File: src/rtl/sdram_read.sv
// Read-side SDRAM command engine: fetches 256-word blocks (64 bursts of 4) into the
// read FIFO, walking the frame area row by row with bank ping-pong on wrap.
module sdram_read #(
   parameter int CAS_LAT = 3,
   parameter int ROW_MAX = 1440
) (
   input  logic        clk,
   input  logic        rst_n,
   input  logic        rd_trig,
   input  logic        flag_wr,
   input  logic        rd_en,
   input  logic        aref_req,
   output logic        rd_req,
   output logic        flag_rd,
   output logic [3:0]  rd_cmd,
   output logic [12:0] rd_addr,
   output logic [1:0]  rd_bank,
   input  logic [15:0] sdram_dq_in,
   output logic        rfifo_wr_en,
   output logic [15:0] rfifo_wr_data,
   output logic        rd_flag_aref,
   output logic        flag_rd_end,
   output logic [4:0]  dbg_state_o
);

   localparam logic [4:0] S_IDLE = 5'b00001;
   localparam logic [4:0] S_REQ  = 5'b00010;
   localparam logic [4:0] S_ACT  = 5'b00100;
   localparam logic [4:0] S_RD   = 5'b01000;
   localparam logic [4:0] S_PRE  = 5'b10000;

   localparam logic [3:0] CMD_NOP = 4'b0111;
   localparam logic [3:0] CMD_ACT = 4'b0011;
   localparam logic [3:0] CMD_RD  = 4'b0101;
   localparam logic [3:0] CMD_PRE = 4'b0010;

   localparam int PW = CAS_LAT + 3;

   logic [4:0]    state_q, state_d;
   logic          rd_req_q, rd_req_d;
   logic          flag_rd_q, flag_rd_d;
   logic [3:0]    rd_cmd_q, rd_cmd_d;
   logic [12:0]   rd_addr_q, rd_addr_d;
   logic [1:0]    rd_bank_q, rd_bank_d;
   logic [1:0]    act_cnt_q, act_cnt_d;
   logic [1:0]    burst_cnt_q, burst_cnt_d;
   logic [9:0]    col_q, col_d;
   logic [12:0]   row_q, row_d;
   logic          blk_done_q, blk_done_d;
   logic [PW-1:0] pipe_q, pipe_d;
   logic          wr_en_q, wr_en_d;
   logic [15:0]   wr_data_q, wr_data_d;
   logic          aref_flag_q, aref_flag_d;
   logic          end_q, end_d;
   logic [7:0]    wr_cnt_q, wr_cnt_d;

   logic [9:0]    col_nxt;
   logic          sample_en;

   assign col_nxt   = col_q + 10'd4;
   // Burst words land CAS_LAT..CAS_LAT+3 cycles after the RD command is on the pins.
   assign sample_en = |pipe_q[CAS_LAT+2:CAS_LAT-1];

   always_comb begin
      state_d     = state_q;
      rd_req_d    = rd_req_q;
      flag_rd_d   = flag_rd_q;
      rd_cmd_d    = CMD_NOP;
      rd_addr_d   = rd_addr_q;
      rd_bank_d   = rd_bank_q;
      act_cnt_d   = 2'd0;
      burst_cnt_d = 2'd0;
      col_d       = col_q;
      row_d       = row_q;
      blk_done_d  = blk_done_q;
      wr_en_d     = 1'b0;
      wr_data_d   = wr_data_q;
      aref_flag_d = (rd_cmd_q == CMD_PRE) && aref_req;
      end_d       = wr_en_q && (wr_cnt_q == 8'hFF);
      wr_cnt_d    = wr_cnt_q + {7'd0, wr_en_q};
      pipe_d      = {pipe_q[PW-2:0], (rd_cmd_q == CMD_RD)};

      case (state_q)
         S_IDLE: begin
            if (rd_trig && !flag_wr && !flag_rd_q) state_d = S_REQ;
         end
         S_REQ: begin
            if (rd_en) begin
               state_d  = S_ACT;
               rd_req_d = 1'b0;
            end else begin
               rd_req_d = 1'b1;
            end
         end
         S_ACT: begin
            act_cnt_d = (act_cnt_q == 2'd3) ? 2'd3 : act_cnt_q + 2'd1;
            if (act_cnt_q == 2'd1) begin
               rd_cmd_d  = CMD_ACT;
               rd_addr_d = row_q;
            end
            if (act_cnt_q == 2'd3) state_d = S_RD;
         end
         S_RD: begin
            burst_cnt_d = burst_cnt_q + 2'd1;
            if (burst_cnt_q == 2'd0) begin
               rd_cmd_d  = CMD_RD;
               rd_addr_d = {4'b0000, col_q[8:0]};
            end
            if (burst_cnt_q == 2'd3) begin
               col_d = col_nxt;
               if (col_nxt[7:0] == 8'd0) begin
                  state_d    = S_PRE;
                  blk_done_d = 1'b1;
                  if (col_nxt == 10'd512) begin
                     col_d = 10'd0;
                     if (row_q == 13'(ROW_MAX)) begin
                        row_d     = 13'd0;
                        rd_bank_d = ~rd_bank_q;
                     end else begin
                        row_d = row_q + 13'd1;
                     end
                  end
               end else if (aref_req) begin
                  state_d    = S_PRE;
                  blk_done_d = 1'b0;
               end
            end
         end
         S_PRE: begin
            rd_cmd_d  = CMD_PRE;
            rd_addr_d = 13'h0400;
            state_d   = blk_done_q ? S_IDLE : S_REQ;
         end
         default: state_d = S_IDLE;
      endcase

      if (state_q == S_REQ && rd_en && !flag_rd_q) flag_rd_d = 1'b1;
      if (end_d) flag_rd_d = 1'b0;

      if (sample_en) begin
         wr_en_d   = 1'b1;
         wr_data_d = sdram_dq_in;
      end
   end

   always_ff @(posedge clk) begin
      if (!rst_n) begin
         state_q     <= S_IDLE;
         rd_req_q    <= 1'b0;
         flag_rd_q   <= 1'b0;
         rd_cmd_q    <= CMD_NOP;
         rd_addr_q   <= 13'd0;
         rd_bank_q   <= 2'b00;
         act_cnt_q   <= 2'd0;
         burst_cnt_q <= 2'd0;
         col_q       <= 10'd0;
         row_q       <= 13'd0;
         blk_done_q  <= 1'b0;
         pipe_q      <= '0;
         wr_en_q     <= 1'b0;
         wr_data_q   <= 16'd0;
         aref_flag_q <= 1'b0;
         end_q       <= 1'b0;
         wr_cnt_q    <= 8'd0;
      end else begin
         state_q     <= state_d;
         rd_req_q    <= rd_req_d;
         flag_rd_q   <= flag_rd_d;
         rd_cmd_q    <= rd_cmd_d;
         rd_addr_q   <= rd_addr_d;
         rd_bank_q   <= rd_bank_d;
         act_cnt_q   <= act_cnt_d;
         burst_cnt_q <= burst_cnt_d;
         col_q       <= col_d;
         row_q       <= row_d;
         blk_done_q  <= blk_done_d;
         pipe_q      <= pipe_d;
         wr_en_q     <= wr_en_d;
         wr_data_q   <= wr_data_d;
         aref_flag_q <= aref_flag_d;
         end_q       <= end_d;
         wr_cnt_q    <= wr_cnt_d;
      end
   end

   assign rd_req        = rd_req_q;
   assign flag_rd       = flag_rd_q;
   assign rd_cmd        = rd_cmd_q;
   assign rd_addr       = rd_addr_q;
   assign rd_bank       = rd_bank_q;
   assign rfifo_wr_en   = wr_en_q;
   assign rfifo_wr_data = wr_data_q;
   assign rd_flag_aref  = aref_flag_q;
   assign flag_rd_end   = end_q;
   assign dbg_state_o   = state_q;

endmodule

File: config.mk
export PLATFORM = sky130hd
export DESIGN_NAME = sdram_read
export DESIGN_NICKNAME = d
export VERILOG_FILES = /design/src/rtl/sdram_read.sv
export SDC_FILE = /design/constraint.sdc
export NUM_CORES = 1
export LEC_CHECK = 0
export CAP_MARGIN = 20
export CORE_MARGIN = 8
export CORE_UTILIZATION = 25
export DETAILED_ROUTE_END_ITERATION = 8
export PLACE_DENSITY = 0.42
export SLEW_MARGIN = 5
export SYNTH_ARGS = -nofsm -noshare
export SYNTH_HDL_FRONTEND = slang
export SYNTH_SLANG_ARGS = --single-unit
File: constraint.sdc
create_clock -name clk -period 4.3 [get_ports clk]
set_input_delay 0.645 -clock clk [delete_from_list [all_inputs] [get_ports clk]]
set_output_delay 0.645 -clock clk [all_outputs]
set_load 0.05 [all_outputs]
==> After elaboration in Yosys (flattened, before gate mapping) <==
Index checks and enable logic that the tools add are counted.
{ "word_totals": {"regBits": 87, "output_inout_bits": 45, "in_bits": 22, "wordCells": 88} }
{ "op_classes": {"eq_ne": 20, "bitwise": 2, "mux": 22, "add_sub_neg": 5, "reduce_logical": 22} }
{ "ops": {"columns": ["cell", "n"], "rows": [
  ["2-to-1 mux 13 bit", 3],
  ["case mux 13 bit (3 select lines)", 1],
  ["2-to-1 mux 5 bit", 6],
  ["case mux 5 bit (5 select lines)", 1],
  ["2-to-1 mux 10 bit", 2],
  ["adder 13 x 1 -> 13 bit, second input constant", 1],
  ["equality test 13 x 11 -> 1 bit, second input constant", 1],
  ["!= test 2 bit, second input constant", 6],
  ["adder 10 x 3 -> 10 bit, second input constant", 1],
  ["equality test 10 bit, second input constant", 1],
  ["AND reduction 5 bit", 2],
  ["case mux 3 bit (3 select lines)", 1],
  ["adder 8 x 1 -> 8 bit", 1],
  ["equality test 8 bit, second input constant", 1],
  ["logical NOT 8 bit", 1],
  ["logical AND 1 bit", 6],
  ["2-to-1 mux 2 bit", 3],
  ["AND reduction 2 bit", 3],
  ["AND reduction 3 bit", 2],
  ["equality test 5 x 1 -> 1 bit, second input constant", 1],
  ["equality test 5 x 2 -> 1 bit, second input constant", 1],
  ["equality test 5 x 3 -> 1 bit, second input constant", 1],
  ["equality test 5 x 4 -> 1 bit, second input constant", 1],
  ["equality test 5 bit, second input constant", 1],
  ["other kinds (17)", 23]
]} }

==> Depth between registers and ports, before layout <==
{ "depth": {"word_depth": 5, "depth_mapped": 8, "mapped_depth_nobuf": 7} }

==> Worst setup path before layout <==
Ideal clock, no wire load.
{ "synth_timing": {"kind": "flip-flop to flip-flop", "from": "register state_q[3], in the netlist dbg_state_o[3]", "to": "register row_q[5]", "stages_incl_launch_ff": 7, "setup_ns": 0.135, "slack_ns": 1.931, "arrival_ns": 2.234, "required_time_ns": 4.165, "path_buffers": 1, "synth_period_minus_slack_ns": 2.369, "path_cell_list": "dfxtp_1 -> or3b_1 -> nor4b_2 -> o21ai_1 -> clkbuf_1 -> o311ai_0 -> o41ai_1"} }
{ "synth_via": {"elab_chain_len": 2} }
{ "synth_lines": {"columns": ["item", "line_no", "text"], "rows": [
  ["start, declared", "39", "logic [4:0] state_q, state_d;"],
  ["start signal, assigned", "166", "state_q <= state_d;"],
  ["equality test 5 x 4 -> 1 bit", "83", "case (state_q)"],
  ["AND reduction 4 bit (no line)", null, null],
  ["end signal, assigned", "175", "row_q <= row_d;"],
  ["end, declared", "48", "logic [12:0] row_q, row_d;"]
]} }
No other way between the ends.
A chain may end at the register's enable or synchronous reset.

==> Worst setup path after layout <==
{ "layout_timing": {"from": "register col_q[2]", "to": "register row_q[10]"} }
{ "layout_via": {"elab_chain_len": 3, "word_cells_on_any_way": 4, "classes_between": "add/sub: 1; eq/ne: 1; reduce/logical: 2"} }
{ "layout_lines": {"columns": ["item", "line_no", "text"], "rows": [
  ["start, declared", "47", "logic [9:0] col_q, col_d;"],
  ["start signal, assigned", "174", "col_q <= col_d;"],
  ["adder 10 x 3 -> 10 bit (*)", "60", "assign col_nxt = col_q + 10'd4;"],
  ["equality test 10 bit / logical NOT 8 bit (equally long branches)", "114, 111", null],
  ["AND reduction 4 bit (no line) (*)", null, null]
]} }
Every way passes the cells marked *; elsewhere a longest branch is shown, timed or not.

==> results.cfg <==
[drt]
route.met3.wl_um = 633
wl_mm = 10.1
topRoutingLayerUsed = met4
wl_per_cell_um = 15.1
vias_per_cell = 4.87
drtIter0Drc = 128
wl_met2_mm = 4.63
firstDrtPassIters = 4
drc_errors = 0
num_vias = 3260
final_antenna_net_count = 0
met1_length_mm = 4.69

[worst_setup_path]
start_kind = flop
crit_type = reg -> reg
critPathArrivalTime_ns = 2.94
critPathRequiredTime_ns = 4.55
cp_max_fo = 20
end_kind = flop
worst-r2r-setup-slack_ns = 1.61

[timing]
fin_crit_ns = 2.69
final_max_slew_viol_count = 0
slew_headroom = 0.344
fin_setup_tns_ns = 0
setup_viol = 0
setup_slack_ns = 1.61
worstMarginPinSlew_ns = 0.975
clock.fmax_ghz = 0.372
rsz0062_at_grt = no
fin_crit_sh = 0.625
clock_skew_ns = 0.00737
hold_viol = 0

[floorplan]
die_w_um = 137
io_pins = 67
core_region_area_um2 = 14400
initial_utilization = 0.253
rows = 44
die_area_um2 = 18700
die_y_um = 137

[finish]
final_core_utilization = 0.331
n_antenna_cell = 0
syn_to_final_growth_pct = 30.7
fin_nets = 510
drive_gt1_frac = 0.0557
nFillCells = 1519

[cts]
cts_resized = 0
clock_sinks = 84
cts_tree = yes
clk_latency_ns = 0.35
postCtsHoldBufs = 0
clockRootBuffer = clkbuf_16
h-tree-depth = 3
numCtsBuffers = 9
cts.path.max_buffers = 2
postCtsSetupBuffers = 0
clk_pin_slew_ns = 0.06

[power_and_ir_drop]
leakagePower_uw = 0.00163
p_sw_uw = 408
seq_power_share = 0.473
swShare = 0.241
peakVddDrop_mv = 0.177
power_density_nw_per_um2 = 356
p_clk_frac = 0.460
p_int_uw = 1290
comb_power_share = 0.067

[placement]
pre_cts_ws_ns = 1.51
hpwl_mm = 7.26
gp_congestion = 0.756
io_buffers = 65

[grt]
grt_pass1_wl_mm = 16.3
grt_max_degree = 44
grt_pass1_vias = 3116
antenna_found_initial = 0
grt-ovfl-total = 0
track_usage = 0.112

[synthesis]
synth_cells = 426
synth_edf_count = 0
synthArstFlopShare = 0
synth_cell_types = 54
syn-mean-instance-area_um2 = 8.54
ys.flop_type = dfxtp_1
ys_warn_count = 0
synth_nets = 456
synth_area_um2 = 3640
yosysSeqAreaShare = 0.462
synth_seq_cells = 84

[job]
cap_violations = 0

[hold_path]
hp-class = reg -> reg

[run_status]
outcome = completed
registers in the layout, indices dropped and copies added, names as in the netlist:
| signal | count |
|---|---|
| act_cnt_q | 2 |
| blk_done_q | 1 |
| burst_cnt_q | 2 |
| col_q | 8 |
| dbg_state_o | 5 |
| flag_rd | 1 |
| flag_rd_end | 1 |
| pipe_q | 6 |
| rd_addr | 13 |
| rd_bank | 2 |
| rd_cmd | 3 |
| rd_flag_aref | 1 |
| rd_req | 1 |
| rfifo_wr_data | 16 |
| rfifo_wr_en | 1 |
| row_q | 13 |
| wr_cnt_q | 8 |
cell type report:
class	count	area, um2	area share
flip-flops and latches	84	1680	0.353
inverters	9	33.8	0.00710
repair buffers	70	692	0.145
clock buffers	9	225	0.0473
multi-input cells	306	1820	0.383
well taps	184	230	0.0484
clock inverters	7	73.8	0.0155
layer usage:
layer,GRT usage,up-vias
li1,-,1639
met5,0,-
met3,0.0426,12
met4,0.0409,0
met2,0.177,68
met1,0.135,1541
cell usage in the layout, fill, tap and decap left out, drive strengths merged, types with 9 or more instances in the layout:
cell           count
nand3             13
dfxtp             84
and2               9
clkdlybuf4s50     65
inv               11
clkbuf             9
nor2              42
or3               10
nor4              12
xor2               9
a21oi             30
nand2             56
o21ai             20
worst max-delay path, stage by stage (launching register included):
cell	delay (ns)
dfxtp_1	0.45
ha_1	0.31
and3_1	0.26
or4_1	0.44
a21o_1	0.42
or3_1	0.45
a221oi_1	0.27
stage by stage:
step / hold WS, ns / power, uW / std cells / cell area [um2]
6_report: 0.433 / 1690 / 669 / 4760
5_1_grt: 0.461 / 1780 / 669 / 4760
4_1_cts: 0.438 / 1740 / 669 / 4760
3_5_place_dp: 0.422 / 934 / 653 / 4460
3_3_place_gp: 0.417 / 932 / 652 / 4450
2_1_floorplan: 0.412 / 886 / 426 / 3640
power by group through the flow:
stage,logic [uW],registers [uW],clock network (uW)
final,113,802,780
after global routing,124,804,852
after CTS,115,802,820
after detailed placement,114,819,0
after global placement,113,819,0
after floorplan,56.4,830,0
cells by family after synthesis:
logic type      after synthesis  share of synthesized area
mux                           3                    0.00860
buf+inv                      36                     0.0392
xor+xnor                     11                     0.0265
fa+ha+maj                     8                     0.0275
compound gates               91                      0.164
simple gates                192                      0.271
other cells                   1                    0.00103
flops                        84                      0.462
Yosys cell counts, types with 2 or more instances:
cell,count,share of area
mux2i_1,2,0.0055
nand3b_1,5,0.010
inv_1,9,0.0093
o31ai_1,3,0.0062
or4_1,7,0.014
clkbuf_1,19,0.020
a211oi_1,4,0.0083
xor2_1,9,0.022
nor4b_1,2,0.0048
xnor2_1,2,0.0048
nor2b_1,3,0.0052
a21oi_1,30,0.041
o41ai_1,4,0.0096
nand3_1,13,0.018
o311ai_0,7,0.017
nor3_1,8,0.011
ha_1,8,0.028
buf_1,4,0.0041
o21a_1,4,0.0083
and3_1,8,0.014
buf_2,3,0.0041
nand2_1,56,0.058
o21ai_0,19,0.026
or3_1,10,0.017
nor4_1,12,0.021
a22oi_1,2,0.0041
o2bb2ai_1,3,0.0072
nand4_1,6,0.010
and2_1,9,0.015
and4_1,2,0.0048
o211ai_1,4,0.0083
dfxtp_1,84,0.46
a32o_1,3,0.0083
nor2_1,42,0.043
worst paths after layout:
kind,to,start,cells past startpoint
setup / recovery,row_q[10],col_q[2],6
hold / removal,pipe_q[2],pipe_q[1],1
setup reg to reg,row_q[10],col_q[2],6
hold reg to reg,pipe_q[2],pipe_q[1],1
Power figures use the tool's default switching activity.
==> RTL edit, RTL diff (config.mk and constraints unchanged) <==
Set the parameter `CAS_LAT` to 6 (it was 3). Comments in the files are not updated.
--- a/src/rtl/sdram_read.sv
+++ b/src/rtl/sdram_read.sv
@@ -1,7 +1,7 @@
 // Read-side SDRAM command engine: fetches 256-word blocks (64 bursts of 4) into the
 // read FIFO, walking the frame area row by row with bank ping-pong on wrap.
 module sdram_read #(
-   parameter int CAS_LAT = 3,
+   parameter int CAS_LAT = 6,
    parameter int ROW_MAX = 1440
 ) (
    input  logic        clk,
Behaviour: same outputs for any inputs over 10 cycles, from zero or initial values and one cycle with rst_n low; that may be too few to reach the edited logic, so the function may still have changed.
==> RTL edit against the original RTL <==
Cell area up 2.9%; final cell count rose by 3.3%; routed wire length up 6.9%; utilization shrank 0.41 points; worst setup slack worse by 260 ps; synthesized area up 3.5%; synthesized cell count up 3.8%; clock skew is essentially flat; non-clock buffer count shrank 1; worst hold slack better by 5.7 ps; power grew 1.4%; sequential cell count rose by 3; via count grew 4.6%.
==> RTL edit: results (changes against the original RTL) <==
Clocking
  • H-tree Lvls: 3 (unchanged)
  • Clock-pin slew on the worst setup and hold paths: 60 ps (about the same)
  • Root Buffer: clkbuf_16 (unchanged)
  • Post_cts resized: 0 (unchanged)
  • Post-CTS Setup Inserts: 0 (unchanged)
  • Clock latency on the worst-skew pair: 350 ps (about the same)
  • Bufs on Longest Clock Path: 2 (unchanged)
  • CTS buffer count: 9 (unchanged)

Placement
  • GPL Wtd Cong: 0.812 (was 0.756)
  • Dpl hpwl: 7.48 mm (was 7.26 mm)
  • Place WS: 1390 ps (was 1510 ps)
  • DP Cell Count: 675 (was 653)
  • Placed cell areas: 4600 um^2 (was 4460 um^2)
  • I/O Buffers: 65 (unchanged)

Routing
  • Drt first-iter violations: 248 (was 128)
  • Via density per instance: 4.93 (was 4.87)
  • Drt pass-1 iters: 4 (unchanged)
  • Routed len/inst: 15.6 um (was 15.1 um)

Synthesis
  • Multiplexer area fraction after synthesis: 0.797% (was 0.860%)
  • Synth Instances: 442 (was 426)
  • Synth Area in Adders: 2.66% (was 2.75%)
  • Register area share after synthesis: 46.2% (about the same)
  • Top cells by count, synth: 87 x dfxtp_1, 59 x nand2_1, 43 x a21oi_1 (was 84 x dfxtp_1, 56 x nand2_1, 42 x nor2_1)
  • Xor/xnor cell area share of the yosys netlist: 2.56% (was 2.65%)
  • Async S/R FF share, synth: 0% (unchanged)
  • Synth Area in Compound Gates: 15.9% (was 16.4%)
  • Syn_nets: 472 (was 456)
  • Top post-synthesis cells by area: dfxtp_1 46%, nand2_1 5.9%, a21oi_1 5.7%, nor2_1 3.4%, ha_1 2.7% (was dfxtp_1 46%, nand2_1 5.8%, nor2_1 4.3%, a21oi_1 4.1%, ha_1 2.8%)
  • Netlist cell types: 55 (was 54)
  • Total number of yosys warnings: 0 (unchanged)

Final layout
  • ANT cells: 0 (unchanged)
  • Max FFs per register: 16 (unchanged)
  • Layout cell share with drive strength beyond 1: 5.96% (was 5.57%)
  • Nets: 528 (was 510)
  • Area of the multi-input gates: 1900 um^2 (was 1820 um^2)
  • Filler Cells Inserted: 1609 (was 1519)
  • Final Non-Filler Cells: 691 (was 669)

Floorplan
  • Initial Util: 25.1% (was 25.3%)

Critical path
  • Arr. time, crit path: 3190 ps (was 2940 ps)
  • Crit-path max FO: 17 (was 20)

Pwr
  • VDD IR max: 0.178 mV (was 0.177 mV)
  • Leak: 1.64 nW (was 1.63 nW)
  • Net Sw Frac: 23.2% (was 24.1%)

Worst hold path
  • Hold crit path type: flip-flop to flip-flop (unchanged)

Status
  • Status: complete, no violations (unchanged)

GRT
  • Initial antenna violation count: 0 (unchanged)
  • Vias in the first global route: 3334 (was 3116)
  • First-pass GRT wire length: 17.7 mm (was 16.3 mm)
  • Global Route Usage Sum: 11.4% (was 11.2%)
  • Pin count of the biggest net entering global routing: 36 (was 44)

Timing
  • Slew margin rel.: 32.3% (was 34.4%)
  • Setup Skew: 6.98 ps (was 7.37 ps)
RTL edit: power by group through the flow:
stage / logic [mW] / clock network, mW / registers [mW]
after floorplan: 0.0425 / 0 / 0.856
after global placement: 0.103 / 0 / 0.840
after detailed placement: 0.103 / 0 / 0.841
after CTS: 0.103 / 0.832 / 0.823
after global routing: 0.110 / 0.861 / 0.824
final: 0.102 / 0.794 / 0.823
RTL edit: cells by family (layout without fill, tap and decap cells):
kind of cell / count (synthesis) / count (layout)
simple gates: 204 / 204
compound gates: 94 / 94
flops: 87 / 87
buf+inv: 34 / 95
xor+xnor: 11 / 11
fa+ha+maj: 8 / 8
mux: 3 / 3
other cells: 1 / 1
RTL edit: area by class of cell:
| type | count | share of cell area [%] |
|---|---|---|
| inverters | 10 | 0.766 |
| clock buffers | 11 | 4.96 |
| well taps | 188 | 4.80 |
| repair buffers | 69 | 13.9 |
| multi-input cells | 321 | 38.8 |
| flip-flops and latches | 87 | 35.6 |
| clock inverters | 5 | 1.18 |
RTL edit: worst max-delay path: stages, from the launching register on:
cell and delay, ps:
dfxtp_1 500, ha_1 280, nand3_2 160, or4_4 610, a211o_1 550, or4_1 610
mux2i_1 130
RTL edit: final timing paths:
path	start	endpoint	slack, ps	cells past startpoint
setup reg to reg	col_q[2]	row_q[9]	1350	6
hold reg to reg	pipe_q[4]	pipe_q[5]	440	1
setup / recovery	col_q[2]	row_q[9]	1350	6
hold / removal	pipe_q[4]	pipe_q[5]	440	1
RTL edit: metal layers:
metal	track usage (%)	vias up	share of wire, %
met3	3.51	17	4.8
met2	17.9	62	46
met1	14.1	1642	48
met4	5.55	0	2.1
li1	-	1688	-
met5	0	-	0
